**config.mk**
```make
export PLATFORM = sky130hd
export DESIGN_NAME = apb_reg_bank
export DESIGN_NICKNAME = d
export VERILOG_FILES = /design/src/rtl/apb_reg_bank.sv
export SDC_FILE = /design/constraint.sdc
export NUM_CORES = 1
export LEC_CHECK = 0
export BUFFER_PORTS_ARGS = -buffer_cell sky130_fd_sc_hd__buf_2
export CORE_MARGIN = 8
export CORE_UTILIZATION = 44
export DETAILED_ROUTE_END_ITERATION = 10
export PLACE_DENSITY = 0.71
export SYNTH_ARGS = -nofsm -noshare
export SYNTH_HDL_FRONTEND = slang
export SYNTH_SLANG_ARGS = --single-unit
```
**constraint.sdc**
```tcl
create_clock -name pclk -period 11.22 [get_ports pclk]
set_clock_uncertainty 0.1 [all_clocks]
set_input_delay 2.805 -clock pclk [delete_from_list [all_inputs] [get_ports pclk]]
set_output_delay 2.805 -clock pclk [all_outputs]
set_load 0.05 [all_outputs]
```
**src/rtl/apb_reg_bank.sv**
```systemverilog
// APB3/APB4 slave exposing NUM_CMD read/write command registers and NUM_STAT
// read-only status words, with byte strobes, wait states and error response.
module apb_reg_bank #(
  parameter int                DATA_W      = 32,
  parameter int                ADDR_W      = 8,
  parameter int                NUM_CMD     = 4,
  parameter int                NUM_STAT    = 4,
  parameter int                STAT_BASE   = 'h40,
  parameter int                WAIT_STATES = 0,
  parameter logic [DATA_W-1:0] CMD_RESET   = '0
) (
  input  logic                       pclk,
  input  logic                       rst,
  input  logic                       psel,
  input  logic                       penable,
  input  logic                       pwrite,
  input  logic [ADDR_W-1:0]          paddr,
  input  logic [DATA_W-1:0]          pwdata,
  input  logic [DATA_W/8-1:0]        pstrb,
  output logic [DATA_W-1:0]          prdata,
  output logic                       pready,
  output logic                       pslverr,
  input  logic [NUM_STAT*DATA_W-1:0] status_value,
  output logic [NUM_CMD*DATA_W-1:0]  command_bus,
  output logic [NUM_CMD-1:0]         cmd_strobe
);

  localparam int NB = DATA_W / 8;

  typedef enum logic [1:0] {IDLE, SETUP, ACCESS} state_t;

  state_t              state;
  state_t              phase;
  logic [2:0]          wait_cnt;
  logic [ADDR_W-3:0]   addr_l;
  logic                write_l;
  logic [DATA_W-1:0]   wdata_l;
  logic [NB-1:0]       strb_l;
  logic [DATA_W-1:0]   cmd_q [NUM_CMD];
  logic [NUM_CMD-1:0]  strobe_q;
  logic [31:0]         word;
  logic [NUM_CMD-1:0]  cmd_sel;
  logic [NUM_STAT-1:0] stat_sel;
  logic                cmd_hit;
  logic                stat_hit;
  logic                done;
  logic                unused_addr_bits;

  assign unused_addr_bits = ^paddr[1:0];

  // The SETUP phase is the master's setup cycle itself, so it is decoded from
  // the bus rather than held in the state register; this keeps WAIT_STATES=0
  // at the minimum two-cycle transfer.
  always_comb begin
    phase = IDLE;
    if (state == ACCESS)        phase = ACCESS;
    else if (psel && !penable)  phase = SETUP;
  end

  always_comb begin
    word = 32'(addr_l);
    for (int i = 0; i < NUM_CMD; i++)  cmd_sel[i]  = (word == 32'(i));
    for (int j = 0; j < NUM_STAT; j++) stat_sel[j] = (word == 32'(STAT_BASE / 4 + j));
    cmd_hit  = |cmd_sel;
    stat_hit = |stat_sel;
  end

  assign done    = (state == ACCESS) && psel && (wait_cnt == 3'd0);
  assign pready  = done;
  assign pslverr = done && !(cmd_hit || (stat_hit && !write_l));

  always_comb begin
    prdata = '0;
    if (done && !write_l) begin
      for (int i = 0; i < NUM_CMD; i++)
        if (cmd_sel[i]) prdata = cmd_q[i];
      if (!cmd_hit)
        for (int j = 0; j < NUM_STAT; j++)
          if (stat_sel[j]) prdata = status_value[j*DATA_W +: DATA_W];
    end
  end

  // Setup -> access boundary: capture the transfer attributes.
  always_ff @(posedge pclk) begin
    if (phase == SETUP) begin
      addr_l  <= paddr[ADDR_W-1:2];
      write_l <= pwrite;
      wdata_l <= pwdata;
      strb_l  <= pstrb;
    end
  end

  // Access -> completion boundary: register update and one-cycle strobe.
  always_ff @(posedge pclk) begin
    if (rst) begin
      state    <= IDLE;
      wait_cnt <= '0;
      strobe_q <= '0;
      for (int i = 0; i < NUM_CMD; i++) cmd_q[i] <= CMD_RESET;
    end else begin
      strobe_q <= '0;
      case (state)
        ACCESS: begin
          if (!psel) begin
            state <= IDLE;
          end else if (wait_cnt == 3'd0) begin
            state <= IDLE;
            if (write_l)
              for (int i = 0; i < NUM_CMD; i++)
                if (cmd_sel[i]) begin
                  strobe_q[i] <= 1'b1;
                  for (int b = 0; b < NB; b++)
                    if (strb_l[b]) cmd_q[i][8*b +: 8] <= wdata_l[8*b +: 8];
                end
          end else begin
            wait_cnt <= wait_cnt - 3'd1;
          end
        end
        default: begin
          if (phase == SETUP) begin
            state    <= ACCESS;
            wait_cnt <= 3'(WAIT_STATES);
          end
        end
      endcase
    end
  end

  for (genvar i = 0; i < NUM_CMD; i++) begin : g_cmd
    assign command_bus[i*DATA_W +: DATA_W] = cmd_q[i];
  end

  assign cmd_strobe = strobe_q;

endmodule

```
-- Word-level counts from Yosys, hierarchy flattened
Memories as Yosys holds them, arrays and structs flattened.
Index checks and enable logic that the tools add are counted.
- bits in registers: 52
- RAM bits: 128
- input port bits: 177
- output and inout port bits: 166
- memories kept: 1
- $add $sub $neg: 1
- eq/ne operators: 12
- mux-type cells: 158
- bitwise operators: 20
- reduce and logical (&&, ||, !) cells: 18
- memory list (name ; depth ; bits a word ; read ports ; clocked after memory_dff ; write ports ; line ; text):
    cmd_q ; 4 ; 32 ; 4 ; 0 ; 4 ; 39 ; logic [DATA_W-1:0] cmd_q [NUM_CMD];
- operators with widths (kind ; count):
    $mux W32 ; 10
    $mux W8 ; 16
    $mux W1 ; 123
    $eq A6 B5 Y1 const B ; 4
    $or A1 B1 Y1 ; 16
    $eq A6 B2 Y1 const B ; 2
    $mux W3 ; 4
    $mux W2 ; 5
    $reduce_or A4 Y1 ; 2
    $eq A6 B1 Y1 const B ; 1
    $logic_and A1 B1 Y1 ; 6
    $logic_not A6 Y1 ; 1
    $reduce_or A5 Y1 ; 1
    $ne A2 B2 Y1 const B ; 2
    $not A1 Y1 ; 4
    $logic_not A1 Y1 ; 3
    $logic_not A3 Y1 ; 1
    $ne A3 B2 Y1 const B ; 1
    $reduce_and A3 Y1 ; 1
    $sub A3 B1 Y3 const B ; 1
    $eq A2 B1 Y1 const B ; 1
    $eq A2 B2 Y1 const B ; 1
    $reduce_and A2 Y1 ; 1
    $reduce_bool A2 Y1 ; 1
    $logic_or A1 B1 Y1 ; 1

-- Longest topological paths before layout
Gate-level depths: netlist of the first run.
- word-level depth: 11
- gate-level depth with buffers: 8

-- Worst setup path after synthesis of the first run
Ideal clock, no wire load.
- path kind: input-to-output
- from: input psel
- to: output prdata[1]
- data arrival time: 5.221 ns
- data required time: 8.315 ns
- setup slack: 3.094 ns
- cell stages on the path: 5
- path buffers: 1
- cells stage by stage: nand3_1 -> inv_1 -> nand3_1 -> clkbuf_1 -> nor4_1
- cells in the longest elaborated chain, start to end: 4
- ends and longest elaborated chain (element ; line ; text):
    start, declared ; 14 ; input logic psel,
    $logic_and A1 B1 Y1 (2 in series) ; 68 ; assign done = (state == ACCESS) && psel && (wait_cnt == 3'd0);
    net pready ; 21 ; output logic pready,
    $logic_and A1 B1 Y1 ; 74 ; if (done && !write_l) begin
    $mux W32 ; 74 ;
    end, declared ; 20 ; output logic [DATA_W-1:0] prdata,
The timed path passes the listed nets, and every way through them passes these cells.

-- Final worst setup path of the first run
- from: input psel
- to: output prdata[11]
- cells in the longest elaborated chain, start to end: 4
- ends and longest elaborated chain (element ; line):
    $logic_and A1 B1 Y1 (2 in series) ; 68
    $logic_and A1 B1 Y1 ; 74
    $mux W32 ; 74
Every way passes these cells.

==> run metrics, run 1 <==
number of nets with antenna violations after routing=0; std cell rows=52; total wire length after detailed routing=34900 um; sequential share of the synthesized area=0.588; die area=approximately 25000 um2; top cell family by delay on the critical path=simple AND/OR/NAND/NOR gates; cell chain of the critical path=buf_2 -> nand3_1 -> inv_1 -> nand3_1 -> nor3_1 -> buf_2; die height=159 um; fraction of synthesis flops using an asynchronous set or reset pin=0; Synth area leader=edfxtp_1; Inst Count DP=1251; transition at the pin with the smallest max-transition slack=~1100 ps; area growth from synthesis to layout=27.3%; via density per instance=just under 6; status=finished clean; Final nets=between 1000 and 1500; share of Yosys cell area claimed by the top area cell type=0.570; Final min period=roughly 7700 ps; cell with the most instances after synthesis=edfxtp_1; arrival time of the worst setup path=roughly 4800 ps; via count of the first global-routing pass=roughly 7800; Initial Utilization=0.446; post-synthesis average cell area=13.0 um2; critical path peak fanout=12; wire per inst=approximately 27 um; #FFs+latches synth=179; Clk Latency, worst-skew pair=430 ps; number of nets in the synthesized netlist=870; EDFF count, synth=171; kind of start point of the critical path=primary input; gr ovfl total=0; Syn. warnings=0; first-pass GRT wire length=between 50000 and 60000 um; number of clock sinks seen by CTS=roughly 180; maximum cell stage delay along the critical path=690 ps; clock tree from TritonCTS=done; Worst path slowest cell=nand3_1; Max transition margin=0.244; clock root buffer=clkbuf_16; global router's overall resource usage=0.268; input/output buffers=340; Worst Hold Class=reg2reg; Pre-Repair DR Iteration Count=5; post-route non-filler standard cell count=around 1300; RSZ-0062 raised after global routing=no; final clock period utilization by the worst path=0.689; detailed placer's ending HPWL=roughly 26000 um; via count=about 7600; number of setup buffers added after CTS=0; worst path bufs/invs=3; peak ir drop on the vdd network=about 0.11 mV; most frequently used flop master after synthesis=edfxtp_1; least setup slack across all paths after layout=3490 ps; number of top-level pins=around 340; critical path class=in2out; total placed instance area=~11000 um2; DRC violation count after routing=0; buffer depth of the longest clock path=2; core area=~20000 um2; Hold Buf Count CTS=0; CP Data Required Time=between 8000 and 9000 ps; maximum number of pins on one net before global-route repair=49; Hold Violations, Final=0; leading post-synthesis cells by instance count=171 x edfxtp_1, 130 x and3_1, 41 x nand3_1, 36 x clkbuf_1, 28 x mux4_2; fin. max-slew vios=0; P per Cell Area=137 nW/um2; final cell area excluding filler cells=11500 um2; # H-tree levels=4; Fmax achieved=around 130 MHz; total clock buffers created by CTS=17; Setup TNS=0 ps; number of unique standard cell types used by synthesis=50; Netlist Area Pre-Place=9000 um2; iteration-0 DRC count of the detailed router=800; max capacitance violation total=0; synth top area cells=edfxtp_1 57%, and3_1 9.0%, mux4_2 7.0%; Reg clk slew, reported paths=~70 ps; CP Capture Type=primary output; cell leakage power=~0.0052 uW; synthesized netlist cell count=just under 700; share of final-layout standard cells stronger than drive strength 1=0.436; setup violation total in the final timing report=0; worst slack at placement=roughly 3600 ps; GP Congestion=~0.91; antenna violations before repair=4; chip width=about 160 um; PostCTS Resize Cnt=0
## flip-flops by register name (all words and copies together) (netlist names)
name,flops
wait_cnt,3
strb_l,4
cmd_q,128
wdata_l,32
cmd_strobe,4
write_l,1
addr_l,6
state,1
## per-layer routing
| layer | vias up | wire [um] | track usage |
|---|---|---|---|
| li1 | 3348 | - | - |
| met1 | 3759 | 14200 | 0.334 |
| met2 | 448 | 17000 | 0.442 |
| met3 | 38 | 3180 | 0.0791 |
| met4 | 4 | 604 | 0.0819 |
| met5 | - | 23 | 0 |
## worst min-delay path, delay by kind of cell, from the launching register on
family / cells / cell delay [ps]
simple gates: 1 / 70
compound gates: 1 / 60
flops: 1 / 330
## through the flow
| stage | util | hold WS, ps | total power [uW] |
|---|---|---|---|
| 2_1_floorplan | - | 354 | 894 |
| 3_3_place_gp | 0.538 | 366 | 970 |
| 3_5_place_dp | 0.538 | 380 | 973 |
| 4_1_cts | 0.568 | 396 | 1570 |
| 5_1_grt | 0.568 | 420 | 1610 |
| 6_report | 0.568 | 399 | 1570 |
## path summary, 6_finish.rpt
path | from | end | slack [ps] | cells past startpoint
min reg2reg | wait_cnt[1] | wait_cnt[1] | 400 | 2
min | wait_cnt[1] | wait_cnt[1] | 400 | 2
max | psel | prdata[11] | 3490 | 6
max reg2reg | addr_l[1] | cmd_q[2][5] | 7610 | 4
## layout by cell type, fill, tap and decap left out, types with 16 or more instances in the layout
cell type  instances
buf_2            340
edfxtp_1         171
and3_1           130
nand3_1           41
mux4_2            28
nor2_1            26
nand2_1           23
a211oi_1          20
clkbuf_16         17
o21bai_1          16
## cell families (layout without fill, tap and decap cells)
family,Yosys count,after routing,synth area share
AOI/OAI and AO/OA,94,94,0.0767
adders and majority gates,2,2,0.00278
buffers and inverters,72,394,0.0392
DFF,179,179,0.588
muxes,53,53,0.0999
other,0,3,0
and+or+nand+nor,291,291,0.193
## power breakdown
| part | switching (uW) | internal, uW |
|---|---|---|
| logic | 127 | 59.8 |
| clock network | 267 | 342 |
| registers | 19.1 | 754 |
| total | 413 | 1160 |
## area by class of cell
type / count / area (um2)
Fill cell: 1758 / 8710
Sequential cell: 179 / 5300
Multi-Input combinational cell: 440 / 3380
Timing Repair Buffer: 355 / 1810
Clock buffer: 21 / 450
Tap cell: 270 / 338
Clock inverter: 11 / 145
Inverter: 7 / 26.3
Antenna cell: 3 / 7.51
No activity file was read; power rests on OpenSTA's default activity.
==> run 2: changes to the inputs <==
Clock period 11.22 ns to 7.7 ns, I/O delays scaled along.
==> run 2 against run 1 <==
Against the previous run:
- worst setup slack got worse by 1600 ps
- worst hold slack improved by 1.2 ps
- final cell count fell by 0.16%
- via count fell by 0.37%
- combinational power rose by 45%
- die area did not move
- register-to-register slack got worse by 3300 ps
- core utilization fell by 0.12 points
- clock-buffer cell count fell by 3
- sequential share of layout area rose by 0.10 points
- largest power group unchanged
==> run metrics, run 2 (same netlist as run 1, synthesis figures left out) <==
detailed-route wire length on metal 1=14300 um (+0.51%); total wire length after detailed routing=34700 um (-0.77%); die area=25300 um2 (unchanged); via density per instance=5.89 (-0.21%); Setup TNS=0 ps (unchanged); Worst path slowest cell=nand3_1; CP Data Required Time=5680 ps (-2640 ps); die height=159 um (unchanged); worst path bufs/invs=3 (unchanged); global router's overall resource usage=0.266 (-0.00127); DRC violation count after routing=0 (unchanged); leading registers by flop count=cmd_q x128, wdata_l x32, addr_l x6; least setup slack across all paths after layout=1850 ps (-1640 ps); max capacitance violation total=0 (unchanged); iteration-0 DRC count of the detailed router=860 (+7.5%); antenna diode count=0 (-3); # H-tree levels=4 (unchanged); cell leakage power=0.00517 uW (-0.20%); top register by number of flip-flops=cmd_q; area growth from synthesis to layout=27.0%; RSZ-0062 raised after global routing=no; via count=7569 (-0.37%); uppermost layer routed=met5; maximum cell stage delay along the critical path=610 ps (-80 ps); antenna violations before repair=1 (-3); via count of the first global-routing pass=7744 (-1.1%); wire per inst=27.0 um (-0.62%); Initial Utilization=0.446 (unchanged); Largest register FFs=128 (unchanged); number of clock sinks seen by CTS=179 (unchanged); Reg clk slew, reported paths=70 ps (about the same); leading cell types in the layout, fill and taps excluded=340 x buf_2, 171 x edfxtp_1, 130 x and3_1, 41 x nand3_1, 28 x mux4_2; CP Capture Type=primary output; Max transition margin=0.252 (+0.00795); share of final-layout standard cells stronger than drive strength 1=0.438 (+0.00154); routed wire length on met3=3010 um (-5.4%); arrival time of the worst setup path=3820 ps (-1010 ps); final clock period utilization by the worst path=0.760; input/output buffers=340 (unchanged); number of setup buffers added after CTS=0 (unchanged); top cell family by delay on the critical path=simple AND/OR/NAND/NOR gates; Pre-Repair DR Iteration Count=8 (+3); Final min period=roughly 5800 ps; gr ovfl total=0 (unchanged); total placed instance area=10900 um2 (about the same); metal2 WL=16700 um (-1.3%); setup violation total in the final timing report=0 (unchanged); critical path peak fanout=12 (unchanged); worst slack at placement=1880 ps (-1710 ps); clock tree from TritonCTS=done; P per Cell Area=197 nW/um2 (+44%); transition at the pin with the smallest max-transition slack=1120 ps (-11.9 ps); Clk Latency, worst-skew pair=430 ps (about the same); fillers=1696 (-3.5%); Final nets=1180 (+0.085%); Hold Violations, Final=0 (unchanged); total clock buffers created by CTS=17 (unchanged); Worst Hold Class=reg2reg; final cell area excluding filler cells=11400 um2 (-0.22%); clock root buffer=clkbuf_16; Hold Buf Count CTS=0 (unchanged); GP Congestion=0.917 (+0.27%); first-pass GRT wire length=50800 um (-0.79%); fin. max-slew vios=0 (unchanged); number of nets with antenna violations after routing=0 (unchanged); critical path class=in2out; worst hold slack=400 ps (+1.18 ps); cell chain of the critical path=buf_2 -> nand3_1 -> inv_1 -> nand3_1 -> nor3_1 -> buf_2; core area=20200 um2 (unchanged); leading cell type in the layout, fill and taps excluded=buf_2; detailed placer's ending HPWL=25900 um (+0.27%); number of top-level pins=343 (unchanged); maximum number of pins on one net before global-route repair=45 (-8.2%); status=finished clean; kind of start point of the critical path=primary input; chip width=159 um (unchanged); PostCTS Resize Cnt=0 (unchanged); peak ir drop on the vdd network=0.137 mV (+20%); buffer depth of the longest clock path=2 (unchanged); Fmax achieved=~170 MHz; std cell rows=52 (unchanged)
run 2: changes by cell type in the layout (fill, tap and decap cells not counted), sizes merged:
cell / previous run / this run
diode: 3 / 0
clkinvlp: 1 / 3
clkbuf: 21 / 18
bufinv: 2 / 1
inv: 12 / 15
buf: 355 / 356
clkinv: 3 / 2
run 2: path summary, 6_finish.rpt:
path / start / endpoint / slack (ps) / depth (start not counted)
worst min-delay path: wait_cnt[1] / wait_cnt[1] / 400 / 2
worst min register to register: wait_cnt[1] / wait_cnt[1] / 400 / 2
worst max-delay path: psel / prdata[11] / 1850 / 6
worst max register to register: addr_l[1] / cmd_q[0][1] / 4320 / 3
run 2: final cells by class:
| type | instances | area (um2) | area share |
|---|---|---|---|
| Clock inverter | 14 | 141 | 0.0124 |
| Multi-Input combinational cell | 440 | 3380 | 0.296 |
| Clock buffer | 18 | 429 | 0.0375 |
| Sequential cell | 179 | 5300 | 0.463 |
| Inverter | 7 | 26.3 | 0.00230 |
| Timing Repair Buffer | 356 | 1820 | 0.159 |
| Tap cell | 270 | 338 | 0.0295 |
run 2: through the flow:
stage | std cells | total power (uW) | util
6_report | 1284 | 2250 | 0.567
3_3_place_gp | 1252 | 1410 | 0.539
5_1_grt | 1284 | 2310 | 0.567
4_1_cts | 1284 | 2250 | 0.567
3_5_place_dp | 1252 | 1420 | 0.539
2_1_floorplan | 691 | 1300 | -
run 2: tightest hold or removal path: stages, from the launching register on:
cell and delay (ps):
dfxtp_1 330, a21oi_1 60, nor2_1 80
run 2: metal layers:
layer | GRT usage | vias up
li1 | - | 3358
met1 | 0.340 | 3737
met2 | 0.439 | 429
met3 | 0.0683 | 43
met4 | 0.0798 | 2
met5 | 0 | -
run 2: report_power, final:
group          internal [uW]  switching [uW]  total [uW]  leakage (uW)
clock network            457             396         853      0.000273
logic                   87.2             184         271       0.00310
registers               1100            28.1        1130       0.00180
total                   1640             608        2250       0.00517
